**src/rtl/sram_ctrl_defs_pkg.sv**
```systemverilog
// sram_ctrl_defs: shared definitions for the SRAM access controller.
//   state_t        - controller FSM states
//   STROBE_ACTIVE  - level of an asserted active-low SRAM strobe
//   STROBE_IDLE    - level of a deasserted active-low SRAM strobe
//   rr_next()      - round-robin successor index
//   max3()         - largest of three values, used to size the phase counter
package sram_ctrl_defs;

    typedef enum logic [2:0] {
        ST_IDLE  = 3'd0,
        ST_TURN  = 3'd1,
        ST_WRITE = 3'd2,
        ST_WEND  = 3'd3,
        ST_READ  = 3'd4,
        ST_RINC  = 3'd5,
        ST_DROP  = 3'd6
    } state_t;

    localparam logic STROBE_ACTIVE = 1'b0;
    localparam logic STROBE_IDLE   = 1'b1;

    function automatic int unsigned rr_next(input int unsigned idx, input int unsigned n);
        return (idx + 1 >= n) ? 0 : idx + 1;
    endfunction

    function automatic int unsigned max3(input int unsigned a, input int unsigned b,
                                         input int unsigned c);
        int unsigned m;
        m = a;
        if (b > m) m = b;
        if (c > m) m = c;
        return m;
    endfunction

endpackage

```
**src/rtl/rr_arbiter.sv**
```systemverilog
// rr_arbiter: round-robin arbiter for the write clients.
//   i_clk      - clock, posedge
//   i_rst      - synchronous active-high reset (pointer back to client 0)
//   i_req      - per-client request vector
//   i_advance  - pulse: the current grant is taken, move pointer past it
//   o_grant    - one-hot grant (zero when no request)
//   o_index    - binary index of the granted client
//   o_valid    - at least one request present
module rr_arbiter
    import sram_ctrl_defs::*;
#(
    parameter int unsigned NUM_CLIENTS = 2,
    localparam int unsigned IDX_W = (NUM_CLIENTS > 1) ? $clog2(NUM_CLIENTS) : 1
) (
    input  logic                   i_clk,
    input  logic                   i_rst,
    input  logic [NUM_CLIENTS-1:0] i_req,
    input  logic                   i_advance,
    output logic [NUM_CLIENTS-1:0] o_grant,
    output logic [IDX_W-1:0]       o_index,
    output logic                   o_valid
);

    logic [IDX_W-1:0]       r_ptr;
    logic [IDX_W-1:0]       w_index;
    logic                   w_found;
    logic [NUM_CLIENTS-1:0] w_grant;

    // First requester at or after the pointer, searching upwards with wrap.
    always_comb begin
        w_found = 1'b0;
        w_index = '0;
        for (int unsigned off = 0; off < NUM_CLIENTS; off++) begin
            if (!w_found && i_req[IDX_W'((32'(r_ptr) + off) % NUM_CLIENTS)]) begin
                w_found = 1'b1;
                w_index = IDX_W'((32'(r_ptr) + off) % NUM_CLIENTS);
            end
        end
        w_grant = w_found ? (NUM_CLIENTS'(1) << w_index) : '0;
    end

    always_ff @(posedge i_clk) begin
        if (i_rst) begin
            r_ptr <= '0;
        end else if (i_advance && w_found) begin
            r_ptr <= IDX_W'(rr_next(32'(w_index), NUM_CLIENTS));
        end
    end

    assign o_grant = w_grant;
    assign o_index = w_index;
    assign o_valid = w_found;

endmodule

```
**src/rtl/sram_access_controller.sv**
```systemverilog
// sram_access_controller: N write clients (round-robin) plus one read port onto an
// asynchronous SRAM, with an integrated address counter (saturate or wrap).
//   CLOCK, RESET         - posedge clock, synchronous active-high reset
//   WR_REQ/WR_DATA       - per-client level write request and data, held until WR_ACK
//   WR_ACK               - per-client one-cycle completion (or drop while FULL)
//   RD_REQ               - level read request, held until RD_VALID
//   RD_DATA/RD_VALID     - captured read byte, pulse when updated
//   ADDR_LOAD/ADDR_VAL   - counter load pulse and value (deferred while busy)
//   SRAM_A, SRAM_DQ_*    - SRAM address and data pad control
//   SRAM_WE_n, SRAM_OE_n - SRAM strobes, active-low, registered
//   EMPTY, FULL, OVERRUN, WRAPPED, BUSY - status
module sram_access_controller
    import sram_ctrl_defs::*;
#(
    parameter int unsigned ADDR_WIDTH  = 19,
    parameter int unsigned DATA_WIDTH  = 8,
    parameter int unsigned NUM_CLIENTS = 2,
    parameter int unsigned TURN_CYCLES = 1,
    parameter int unsigned WE_CYCLES   = 1,
    parameter int unsigned RD_CYCLES   = 2,
    parameter int unsigned WRAP        = 0
) (
    input  logic                              CLOCK,
    input  logic                              RESET,
    input  logic [NUM_CLIENTS-1:0]            WR_REQ,
    input  logic [NUM_CLIENTS*DATA_WIDTH-1:0] WR_DATA,
    output logic [NUM_CLIENTS-1:0]            WR_ACK,
    input  logic                              RD_REQ,
    output logic [DATA_WIDTH-1:0]             RD_DATA,
    output logic                              RD_VALID,
    input  logic                              ADDR_LOAD,
    input  logic [ADDR_WIDTH-1:0]             ADDR_VAL,
    output logic [ADDR_WIDTH-1:0]             SRAM_A,
    output logic [DATA_WIDTH-1:0]             SRAM_DQ_OUT,
    input  logic [DATA_WIDTH-1:0]             SRAM_DQ_IN,
    output logic                              SRAM_DQ_OE,
    output logic                              SRAM_WE_n,
    output logic                              SRAM_OE_n,
    output logic                              EMPTY,
    output logic                              FULL,
    output logic                              OVERRUN,
    output logic                              WRAPPED,
    output logic                              BUSY
);

    localparam int unsigned IDX_W   = (NUM_CLIENTS > 1) ? $clog2(NUM_CLIENTS) : 1;
    localparam int unsigned MAX_CYC = max3(TURN_CYCLES, WE_CYCLES, RD_CYCLES);
    localparam int unsigned CNT_W   = $clog2(MAX_CYC + 1);

    state_t                   r_state;
    state_t                   w_next;
    logic [CNT_W-1:0]         r_cnt;

    logic [ADDR_WIDTH-1:0]    r_addr;
    logic [ADDR_WIDTH-1:0]    r_load_val;
    logic                     r_load_pend;
    logic                     r_full;
    logic                     r_overrun;
    logic                     r_wrapped;

    logic [NUM_CLIENTS-1:0]   r_grant;
    logic [DATA_WIDTH-1:0]    r_wdata;
    logic [DATA_WIDTH-1:0]    r_rd_data;

    logic                     r_we_n;
    logic                     r_oe_n;
    logic                     r_dq_oe;
    logic                     w_we_n;
    logic                     w_oe_n;
    logic                     w_dq_oe;

    logic [NUM_CLIENTS-1:0]   w_arb_grant;
    logic [IDX_W-1:0]         w_arb_index;
    logic                     w_arb_valid;

    logic                     w_idle;
    logic                     w_load_now;
    logic [ADDR_WIDTH-1:0]    w_load_value;
    logic                     w_start_wr;
    logic                     w_start_rd;
    logic                     w_inc;
    logic                     w_at_top;

    rr_arbiter #(
        .NUM_CLIENTS (NUM_CLIENTS)
    ) u_arb (
        .i_clk     (CLOCK),
        .i_rst     (RESET),
        .i_req     (WR_REQ),
        .i_advance (w_start_wr),
        .o_grant   (w_arb_grant),
        .o_index   (w_arb_index),
        .o_valid   (w_arb_valid)
    );

    // IDLE decisions: a load (fresh or deferred) takes the whole IDLE cycle,
    // then writes beat reads.
    assign w_idle       = (r_state == ST_IDLE);
    assign w_load_now   = w_idle && (ADDR_LOAD || r_load_pend);
    assign w_load_value = ADDR_LOAD ? ADDR_VAL : r_load_val;
    assign w_start_wr   = w_idle && !w_load_now && w_arb_valid;
    assign w_start_rd   = w_idle && !w_load_now && !w_arb_valid && RD_REQ;
    // Increment on the edge leaving WEND/RINC so SRAM_A holds through the access.
    assign w_inc        = (r_state == ST_WEND) || (r_state == ST_RINC);
    assign w_at_top     = (r_addr == '1);

    always_ff @(posedge CLOCK) begin
        if (RESET) begin
            r_state <= ST_IDLE;
        end else begin
            r_state <= w_next;
        end
    end

    // Next state, and the strobe levels that go with the next state so the
    // pad strobes come straight from flops.
    always_comb begin
        w_next  = r_state;
        w_we_n  = STROBE_IDLE;
        w_oe_n  = STROBE_ACTIVE;
        w_dq_oe = 1'b0;
        case (r_state)
            ST_IDLE: begin
                if (w_start_wr) begin
                    w_next = r_full ? ST_DROP : ST_TURN;
                end else if (w_start_rd) begin
                    w_next = ST_READ;
                end
            end
            ST_TURN: begin
                if (r_cnt == CNT_W'(TURN_CYCLES - 1)) w_next = ST_WRITE;
            end
            ST_WRITE: begin
                if (r_cnt == CNT_W'(WE_CYCLES - 1)) w_next = ST_WEND;
            end
            ST_WEND: w_next = ST_IDLE;
            ST_READ: begin
                if (r_cnt == CNT_W'(RD_CYCLES - 1)) w_next = ST_RINC;
            end
            ST_RINC: w_next = ST_IDLE;
            ST_DROP: w_next = ST_IDLE;
            default: w_next = ST_IDLE;
        endcase

        case (w_next)
            ST_TURN: begin
                w_oe_n  = STROBE_IDLE;
                w_dq_oe = 1'b1;
            end
            ST_WRITE: begin
                w_we_n  = STROBE_ACTIVE;
                w_oe_n  = STROBE_IDLE;
                w_dq_oe = 1'b1;
            end
            ST_WEND: begin
                w_dq_oe = 1'b1;
            end
            default: begin
                w_we_n  = STROBE_IDLE;
                w_oe_n  = STROBE_ACTIVE;
                w_dq_oe = 1'b0;
            end
        endcase
    end

    always_ff @(posedge CLOCK) begin
        if (RESET) begin
            r_we_n  <= STROBE_IDLE;
            r_oe_n  <= STROBE_ACTIVE;
            r_dq_oe <= 1'b0;
        end else begin
            r_we_n  <= w_we_n;
            r_oe_n  <= w_oe_n;
            r_dq_oe <= w_dq_oe;
        end
    end

    // Phase counter: cycles spent in the current timed state.
    always_ff @(posedge CLOCK) begin
        if (RESET) begin
            r_cnt <= '0;
        end else if (w_next != r_state) begin
            r_cnt <= '0;
        end else if (r_state == ST_TURN || r_state == ST_WRITE || r_state == ST_READ) begin
            r_cnt <= r_cnt + 1'b1;
        end
    end

    // Grant capture, address counter, deferred load and sticky flags.
    always_ff @(posedge CLOCK) begin
        if (RESET) begin
            r_grant     <= '0;
            r_wdata     <= '0;
            r_rd_data   <= '0;
            r_addr      <= '0;
            r_load_val  <= '0;
            r_load_pend <= 1'b0;
            r_full      <= 1'b0;
            r_overrun   <= 1'b0;
            r_wrapped   <= 1'b0;
        end else begin
            if (w_start_wr) begin
                r_grant <= w_arb_grant;
                r_wdata <= WR_DATA[32'(w_arb_index)*DATA_WIDTH +: DATA_WIDTH];
            end

            if (!w_idle && ADDR_LOAD) begin
                r_load_pend <= 1'b1;
                r_load_val  <= ADDR_VAL;
            end else if (w_load_now) begin
                r_load_pend <= 1'b0;
            end

            if (w_load_now) begin
                r_addr    <= w_load_value;
                r_full    <= 1'b0;
                r_overrun <= 1'b0;
                r_wrapped <= 1'b0;
            end else if (w_inc) begin
                if (w_at_top) begin
                    if (WRAP != 0) begin
                        r_addr    <= '0;
                        r_wrapped <= 1'b1;
                    end else begin
                        r_full    <= 1'b1;
                    end
                end else begin
                    r_addr <= r_addr + 1'b1;
                end
            end

            if (r_state == ST_DROP) begin
                r_overrun <= 1'b1;
            end

            if (r_state == ST_READ && r_cnt == CNT_W'(RD_CYCLES - 1)) begin
                r_rd_data <= SRAM_DQ_IN;
            end
        end
    end

    assign WR_ACK      = (r_state == ST_WEND || r_state == ST_DROP) ? r_grant : '0;
    assign RD_VALID    = (r_state == ST_RINC);
    assign RD_DATA     = r_rd_data;
    assign SRAM_A      = r_addr;
    assign SRAM_DQ_OUT = r_wdata;
    assign SRAM_DQ_OE  = r_dq_oe;
    assign SRAM_WE_n   = r_we_n;
    assign SRAM_OE_n   = r_oe_n;
    assign EMPTY       = (r_addr == '0);
    assign FULL        = r_full;
    assign OVERRUN     = r_overrun;
    assign WRAPPED     = r_wrapped;
    assign BUSY        = !w_idle;

endmodule

```
**config.mk**
```make
export PLATFORM = sky130hd
export DESIGN_NAME = sram_access_controller
export DESIGN_NICKNAME = d
export VERILOG_FILES = /design/src/rtl/sram_ctrl_defs_pkg.sv /design/src/rtl/rr_arbiter.sv /design/src/rtl/sram_access_controller.sv
export SDC_FILE = /design/constraint.sdc
export NUM_CORES = 1
export LEC_CHECK = 0
export CAP_MARGIN = 10
export CORE_UTILIZATION = 43
export DETAILED_ROUTE_END_ITERATION = 10
export PLACE_DENSITY = 0.78
export SLEW_MARGIN = 0
export SYNTH_ARGS = -nofsm -noshare
export SYNTH_HDL_FRONTEND = slang
export SYNTH_SLANG_ARGS = --single-unit
```
**constraint.sdc**
```tcl
create_clock -name CLOCK -period 1.8 [get_ports CLOCK]
set_clock_uncertainty 0.15 [all_clocks]
set_input_delay 0.45 -clock CLOCK [delete_from_list [all_inputs] [get_ports CLOCK]]
set_output_delay 0.45 -clock CLOCK [all_outputs]
set_load 0.01 [all_outputs]
```
==> impl_metrics.ini <==
[run_status]
outcome = finished with violations
violations = setup timing

[layout]
finalInstanceArea_um2 = 6010
num_antenna_cells = 0
drive_gt1_frac = 0.366
area_growth_pct = 77.1
instances_no_fill = 706
utilization = 0.782
fill_cells = 485
final_nets = 653

[floorplan]
core-area_um2 = 7690
fp.dieH_um = 90.9
dieArea_um2 = 8260
floorplan.initialDensity = 0.442
num_rows = 32
die_x_um = 90.9
ios = 95

[setup_path]
start_kind = flip-flop
reg2reg_depth = 8
worst-setup-path-type = reg -> out
cp.required_ps = 1200
cp_max_fo = 2
crit_arrival_ps = 1700
end_kind = primary output

[clock_tree]
cts_made_buffers = 9
cts_tree = built
cts_sinks = 68
clk_latency_ps = 360
cts_root_buf = clkbuf_8
htree_levels = 3
clockBufferDepth = 2
clk_pin_slew_ps = 90

[grt]
grt_first_pass_wirelength_mm = 19.6
track_usage = 0.299
antenna_found_initial = 0
grt_pass1_vias = 4026
grt_max_degree = 29
grt_overflow = 0

[drt]
detail-route-antenna-nets = 0
routedWlPerCell_um = 20.0
drt_iter0_drc = 262
drt_wl_total_mm = 14.1
dr.pass1.iters = 5
routed_via_density = 5.95
drc_errors = 0
num_vias = 4198

[logic_synthesis]
syn_area_um2 = 3400
synthArstFlopShare = 0
synth_edf_count = 0
syn_area_per_cell_um2 = 8.23
ys_types = 56
syn-instance-count = 413
synth_seq_cells = 68
ys.flop_type = dfxtp_1
synthTopCellsByCount = dfxtp_1, nand2_1, a21oi_1, nor2_1, a211oi_1
synth.largest_area_cell = dfxtp_1
synthTopCellsByArea = dfxtp_1, nand2_1, a211oi_1
syn_nets = 466
synth_top_area_share = 0.401
yosysMostFrequentCell = dfxtp_1
synth-seq-area-share = 0.401
yosysWarnings = 0

[power_and_ir_drop]
power_frac_seq = 0.334
switching_power_mw = 1.92
p_int_mw = 3.62
p_clk_frac = 0.236
comb_power_share = 0.430
leakage_nw = 2.48
p_sw_frac = 0.346
ir_drop_mv = 0.548
power.total_mw = 5.54
p_per_area_nw_per_um2 = 922

[placed_design]
place_area_um2 = 5050
dp.final_hpwl_mm = 7.40
dpl.cell_count = 659
place.port_buffers = 93
place_ws_ps = -485
globalplace.congestion = 0.866

[timing]
setup_viol = 29
setup_tns_ps = -5770
maxSlewViolCount = 0
hold_violations = 0
finalCritPeriodShare = 1.28
slew_headroom = 0.572
hold-worst-slack_ps = 300
rsz0062_at_grt = yes
tightest_slew_ps = 643
fin_crit_ps = 2300
setup_ws_ps = -497
clock.fmax_ghz = 0.435

[job]
cap_viol_max_count = 0

[worst_hold_path]
hold_depth = 2
hp-class = reg -> reg
[cell families (layout without fill, tap and decap cells)]
kind of cell    Yosys count  in the layout  synth area share
simple gates            175            175             0.253
flops                    68             68             0.401
buf+inv                  40            231            0.0497
xor+xnor                 14             14            0.0416
fa+ha+maj                 4              4            0.0147
other cells               1              1           0.00110
compound gates           94             94             0.189
mux                      17             17            0.0501
[state kept, by name, summed over array words and instances, names as in the netlist]
register / cells
SRAM_OE_n: 1
FULL: 1
RD_DATA: 8
SRAM_WE_n: 1
r_cnt: 2
SRAM_DQ_OUT: 8
r_load_val: 19
OVERRUN: 1
r_load_pend: 1
SRAM_A: 19
r_grant: 2
SRAM_DQ_OE: 1
u_arb.r_ptr: 1
r_state: 3
[worst paths after layout]
path / startpoint / to / slack (ps)
setup / recovery: SRAM_A[0]$_SDFFE_PP0P_ / EMPTY / -500
hold / removal: r_load_val[13]$_SDFFE_PP0P_ / r_load_val[13]$_SDFFE_PP0P_ / 300
setup reg to reg: SRAM_A[0]$_SDFFE_PP0P_ / SRAM_A[6]$_SDFFE_PP0P_ / -340
hold reg to reg: r_load_val[13]$_SDFFE_PP0P_ / r_load_val[13]$_SDFFE_PP0P_ / 300
[layer usage]
metal | vias to the layer above | global-route usage | part of all wire
li1 | 1841 | - | -
met1 | 2003 | 0.342 | 0.38
met2 | 266 | 0.524 | 0.48
met3 | 88 | 0.0657 | 0.084
met4 | 0 | 0.147 | 0.055
met5 | - | 0 | 0
[power by group through the flow]
stage               Combinational, mW  Sequential, mW  Clock [mW]
global placement                 1.74            1.83           0
finish                           2.38            1.85        1.31
CTS                              1.96            1.82        1.29
floorplan                       0.752            1.94           0
detailed placement               1.79            1.84           0
global route                     2.50            1.87        1.38
[worst max-delay path: stages, from the launching register on]
cell,delay [ps]
dfxtp_4,360
inv_1,80
ha_1,210
nor4b_4,200
nand4_1,180
nor2_2,150
buf_2,150
[layout make-up]
class	instances	area, um2	share of cell area
sequential	68	1400	0.232
clock inverter	2	35.0	0.00582
tap	102	128	0.0212
timing repair buffer	205	1930	0.321
inverter	11	41.3	0.00686
clock buffer	13	159	0.0264
multi-input combinational	305	2320	0.386
[what timing repair did]
item | CTS | global route
gates resized for setup | 144 | 73
gates cloned | 0 | 4
pin swaps | 39 | 24
hold buffers | 0 | 0
buffers inserted | 14 | 19
endpoints found under the setup margin | 78 | 74
[layout by cell type (no fill, tap or decap), types with 11 or more instances in the layout]
cell type	Yosys	layout
buf_6	1	32
mux2i_1	17	17
clkdlybuf4s50_1	0	44
a21oi_1	33	26
nor2_1	33	26
clkbuf_8	0	11
buf_4	2	71
nand2_1	63	59
nor2b_1	13	12
dfxtp_1	68	53
dlygate4sd2_1	0	37
a211oi_1	27	20
Note: power is estimated with default switching activity, not from simulation.
==> edit 1: new RTL, same settings <==
Set the parameter `ADDR_WIDTH` to 38 (it was 19).
--- a/src/rtl/sram_access_controller.sv
+++ b/src/rtl/sram_access_controller.sv
@@ -12,7 +12,7 @@
 module sram_access_controller
     import sram_ctrl_defs::*;
 #(
-    parameter int unsigned ADDR_WIDTH  = 19,
+    parameter int unsigned ADDR_WIDTH  = 38,
     parameter int unsigned DATA_WIDTH  = 8,
     parameter int unsigned NUM_CLIENTS = 2,
     parameter int unsigned TURN_CYCLES = 1,
Ports: changed (resized ADDR_VAL and SRAM_A); port bits go from 95 to 133. No check against the original RTL was run, so the function may have changed too.
==> edit 1 against the original RTL <==
- the run still ends with setup timing left
- sequential cell count grew 38
- worst setup slack worse by 0.12 ns
- register-to-register slack lost 0.19 ns
- cell area grew 73%
- global-route usage increased by 4.4 points
- synthesized area up 62%
- die area is 61% higher
- wire length increased by 95%
- power is 77% higher
- critical path type unchanged
- largest cell class unchanged
- largest power group unchanged
- highest routed layer unchanged
==> edit 1: results (changes against the original RTL) <==
<table>
<tr><th>Metric</th><th>Value</th></tr>
<tr><th colspan="2">Clock network</th></tr>
<tr><td># Post-CTS Setup Buffers</td><td>32 (+18)</td></tr>
<tr><td>Clock tree root driver cell</td><td>sky130_fd_sc_hd__clkbuf_16</td></tr>
<tr><th colspan="2">Timing</th></tr>
<tr><td>Final Setup Violations</td><td>98 (+240%)</td></tr>
<tr><td>PnR worst setup slack</td><td>-0.614 ns (-0.117 ns)</td></tr>
<tr><td>Total Negative Setup Slacks</td><td>-27.21 ns (-21.43 ns)</td></tr>
<tr><th colspan="2">Cells and area</th></tr>
<tr><td>Fin cells</td><td>1178 (+67%)</td></tr>
<tr><td>Number of nets in the layout</td><td>1073 (+64%)</td></tr>
<tr><th colspan="2">Logic synthesis</th></tr>
<tr><td>Fraction of the yosys area taken by sequential cells</td><td>0.385 (-0.0159)</td></tr>
<tr><td>Post-synthesis compound-gate area fraction</td><td>0.181 (-0.00765)</td></tr>
<tr><td>Multiplexer area fraction after synthesis</td><td>0.0424 (-0.00766)</td></tr>
<tr><td>Synth unique cells</td><td>63 (+13%)</td></tr>
<tr><td>Synthesized instance count</td><td>681 (+65%)</td></tr>
<tr><td>Biggest area contributors in the synthesized netlist</td><td>sky130_fd_sc_hd__dfxtp_1, sky130_fd_sc_hd__nand2_1, sky130_fd_sc_hd__a211oi_1</td></tr>
<tr><td>Xor and xnor area share after synthesis</td><td>0.0365 (-0.00509)</td></tr>
<tr><th colspan="2">Status</th></tr>
<tr><td>Failing checks</td><td>setup timing</td></tr>
<tr><td>Result of the run</td><td>finished, violations left</td></tr>
<tr><th colspan="2">Global routing</th></tr>
<tr><td>Global Route met2 Usage</td><td>0.557 (+0.0334)</td></tr>
<tr><td>GRT met3 Usage</td><td>0.0606 (-0.00503)</td></tr>
<tr><td>Global router's overall resource usage</td><td>0.343 (+0.0440)</td></tr>
<tr><th colspan="2">Power and ir drop</th></tr>
<tr><td>Power in combinational cells</td><td>4.67 mW (+96%)</td></tr>
<tr><td>Switching power of the nets</td><td>3.75 mW (+95%)</td></tr>
<tr><td>Sequential cell fraction of total power</td><td>0.313 (-0.021)</td></tr>
<tr><td>Share of power burned in combinational logic</td><td>0.475 (+0.045)</td></tr>
<tr><td>Peak supply drop</td><td>591 uV (+7.8%)</td></tr>
<tr><th colspan="2">Drt</th></tr>
<tr><td>First DRT Iteration DRCs</td><td>740 (+180%)</td></tr>
<tr><th colspan="2">Placed design</th></tr>
<tr><td>Weighted congestion at the end of routability-driven global placement</td><td>0.975 (+13%)</td></tr>
<tr><td>Place WS</td><td>-0.651 ns (-0.167 ns)</td></tr>
<tr><th colspan="2">Worst setup path</th></tr>
<tr><td>Critical path launch point</td><td>SRAM_A[8]</td></tr>
</table>
==> edit 1: cell types whose count changed after synthesis, moves of 7 or more <==
cell                       delta
sky130_fd_sc_hd__a211oi_1    +20
sky130_fd_sc_hd__a21oi_1     +21
sky130_fd_sc_hd__a311oi_1     +7
sky130_fd_sc_hd__clkbuf_1    +13
sky130_fd_sc_hd__clkbuf_8     +7
sky130_fd_sc_hd__dfxtp_1     +38
sky130_fd_sc_hd__nand2_1     +49
sky130_fd_sc_hd__nand3_1     +15
sky130_fd_sc_hd__nand4_1     +13
sky130_fd_sc_hd__nor2_1      +12
sky130_fd_sc_hd__nor2b_1     +12
sky130_fd_sc_hd__nor4_1      +14
sky130_fd_sc_hd__o21ai_0      +9
sky130_fd_sc_hd__xor2_1       +8
==> edit 1: area by class of cell <==
class                      instances  area, um2
sequential                       106       2230
tap                              172        215
clock inverter                     5       45.0
inverter                          10       37.5
multi-input combinational        516       4260
clock buffer                      11        253
timing repair buffer             358       3340
fill                             674       2190
==> edit 1: logic make-up after synthesis <==
| group | after synthesis |
|---|---|
| mux | 23 |
| flops | 106 |
| fa+ha+maj | 4 |
| compound gates | 151 |
| xor+xnor | 23 |
| simple gates | 313 |
| other cells | 1 |
| buf+inv | 60 |
==> edit 1: worst min-delay path by stage <==
stage	end	cells past startpoint	start	slack, ns
after floorplan	r_load_val[0]	2	r_load_val[0]	0.28
after global placement	r_load_val[22]	2	r_load_val[22]	0.29
after detailed placement	r_load_val[6]	2	r_load_val[6]	0.29
after CTS	SRAM_A[32]	2	RESET	0.27
after global routing	SRAM_A[30]	2	RESET	0.31
final	SRAM_A[32]	2	RESET	0.32
==> edit 2: new RTL, same settings <==
Made on the original files. Re-encode `state_t` (7 states) as one-hot, 7 bits wide.
--- a/src/rtl/sram_ctrl_defs_pkg.sv
+++ b/src/rtl/sram_ctrl_defs_pkg.sv
@@ -6,14 +6,14 @@
 //   max3()         - largest of three values, used to size the phase counter
 package sram_ctrl_defs;
 
-    typedef enum logic [2:0] {
-        ST_IDLE  = 3'd0,
-        ST_TURN  = 3'd1,
-        ST_WRITE = 3'd2,
-        ST_WEND  = 3'd3,
-        ST_READ  = 3'd4,
-        ST_RINC  = 3'd5,
-        ST_DROP  = 3'd6
+    typedef enum logic [6:0] {
+        ST_IDLE  = 7'b0000001,
+        ST_TURN  = 7'b0000010,
+        ST_WRITE = 7'b0000100,
+        ST_WEND  = 7'b0001000,
+        ST_READ  = 7'b0010000,
+        ST_RINC  = 7'b0100000,
+        ST_DROP  = 7'b1000000
     } state_t;
 
     localparam logic STROBE_ACTIVE = 1'b0;
Formal check against the unedited RTL: no difference found for any inputs over 4 cycles, from zero or initial values and one cycle with RESET high; so few cycles prove little.
==> edit 2 against the original RTL <==
- the flow still finishes with violations (setup timing)
- combinational power is 13% lower
- worst setup slack got worse by 0.21 ns
- synthesized area increased by 11%
- register-to-register slack worse by 0.36 ns
- wire length increased by 47%
- die area increased by 11%
- power is 4.1% lower
- cell area up 17%
- global-route usage rose by 6.1 points
- sequential cell count up 4
- critical path depth fell by 1
- count of clock-buffer cells in the layout fell by 3
- critical endpoint is now SRAM_A[3]
==> edit 2: results (changes against the original RTL) <==
<table>
<tr><th>Metric</th><th>Value</th></tr>
<tr><th colspan="2">Worst setup path</th></tr>
<tr><td>Worst Reg2Reg Path Length in Cells</td><td>5 (-3)</td></tr>
<tr><td>Capture point of the worst reg-to-reg path</td><td>SRAM_A[3]</td></tr>
<tr><td>Delay of the slowest cell on the worst path</td><td>0.60 ns (+0.24 ns)</td></tr>
<tr><th colspan="2">Status</th></tr>
<tr><td>Failing checks</td><td>setup timing</td></tr>
<tr><td>Result of the run</td><td>finished, violations left</td></tr>
<tr><th colspan="2">Logic synthesis</th></tr>
<tr><td>Fraction of the yosys area taken by sequential cells</td><td>0.382 (-0.0184)</td></tr>
<tr><td>Biggest area contributors in the synthesized netlist</td><td>sky130_fd_sc_hd__dfxtp_1, sky130_fd_sc_hd__mux2i_1, sky130_fd_sc_hd__nand2_1</td></tr>
<tr><td>List of most frequent post-synthesis cells</td><td>sky130_fd_sc_hd__dfxtp_1, sky130_fd_sc_hd__nand2_1, sky130_fd_sc_hd__nor2_1, sky130_fd_sc_hd__a21oi_1, sky130_fd_sc_hd__mux2i_1</td></tr>
<tr><th colspan="2">Drt</th></tr>
<tr><td>Vias per cell</td><td>6.81 (+15%)</td></tr>
<tr><td>Wire length the detailed router placed on met1</td><td>7200 um (+35%)</td></tr>
<tr><td>Detailed route wirelength on metal2</td><td>9450 um (+39%)</td></tr>
<tr><th colspan="2">Global routing</th></tr>
<tr><td>Global-route wire length before repair</td><td>24600 um (+25%)</td></tr>
<tr><td>Number of global-route vias before repair</td><td>4657 (+16%)</td></tr>
<tr><td>GRT met3 Usage</td><td>0.0837 (+0.0181)</td></tr>
<tr><th colspan="2">Placed design</th></tr>
<tr><td>Post-detail-place hpwl</td><td>8500 um (+15%)</td></tr>
<tr><th colspan="2">Cells and area</th></tr>
<tr><td>Layout clock area frac</td><td>0.0275 (-0.00478)</td></tr>
<tr><td>Proportion of cell area occupied by registers</td><td>0.207 (-0.0250)</td></tr>
<tr><td>Buffers, non-clock</td><td>229 (+12%)</td></tr>
<tr><td>Number of fillers in the final layout</td><td>362 (-25%)</td></tr>
<tr><td>Multi-input combinational cell count</td><td>323 (+5.9%)</td></tr>
<tr><th colspan="2">Power and ir drop</th></tr>
<tr><td>Peak supply drop</td><td>857 uV (+56%)</td></tr>
<tr><th colspan="2">Timing</th></tr>
<tr><td>PnR worst setup slack</td><td>-0.702 ns (-0.205 ns)</td></tr>
<tr><td>Final Setup Violations</td><td>81 (+180%)</td></tr>
<tr><td>Actual transition at the worst max-transition pin</td><td>0.636 ns (-0.00644 ns)</td></tr>
<tr><th colspan="2">Floorplanning</th></tr>
<tr><td>Number of placement rows</td><td>33 (+3.1%)</td></tr>
</table>
==> edit 2: cell count changes after synthesis, moves of 5 or more <==
cell and change:
sky130_fd_sc_hd__xnor2_1 -7, sky130_fd_sc_hd__mux2i_1 +8, sky130_fd_sc_hd__or3_1 +5, sky130_fd_sc_hd__a311oi_1 -6
sky130_fd_sc_hd__nor4_1 +6, sky130_fd_sc_hd__a2111oi_2 +5, sky130_fd_sc_hd__nor3_1 -8, sky130_fd_sc_hd__nand2_1 -11
==> edit 2: cell families (layout without fill, tap and decap cells) <==
group / count (synthesis) / after routing / share of synthesized area
other cells: 1 / 1 / 0.000995
compound gates: 106 / 106 / 0.204
xor+xnor: 6 / 6 / 0.0139
fa+ha+maj: 4 / 4 / 0.0133
flops: 72 / 72 / 0.382
simple gates: 179 / 179 / 0.255
mux: 27 / 27 / 0.0724
buf+inv: 48 / 254 / 0.0577
==> edit 2: report_power, final <==
group | switching, mW | total, mW | internal (mW)
clock | 0.690 | 1.36 | 0.672
sequential | 0.150 | 1.89 | 1.74
combinational | 1.07 | 2.07 | 1.00
total | 1.91 | 5.32 | 3.41
==> edit 2: worst max path at each step <==
stage	start	end	cells past startpoint
6_report	r_state[2]	SRAM_A[3]	5
3_5_place_dp	WR_REQ[1]	SRAM_WE_n	6
5_1_grt	r_state[5]	SRAM_A[3]	6
4_1_cts	r_state[2]	WR_ACK[1]	4
2_1_floorplan	r_state[4]	SRAM_A[9]	8
3_3_place_gp	WR_REQ[1]	SRAM_WE_n	6
==> edit 2: timing repair <==
action	4_1_cts	5_1_grt
gates resized for setup	203	139
cloned	7	4
setup buffers	21	20
pin swaps	66	63
setup endpoints to repair	112	79
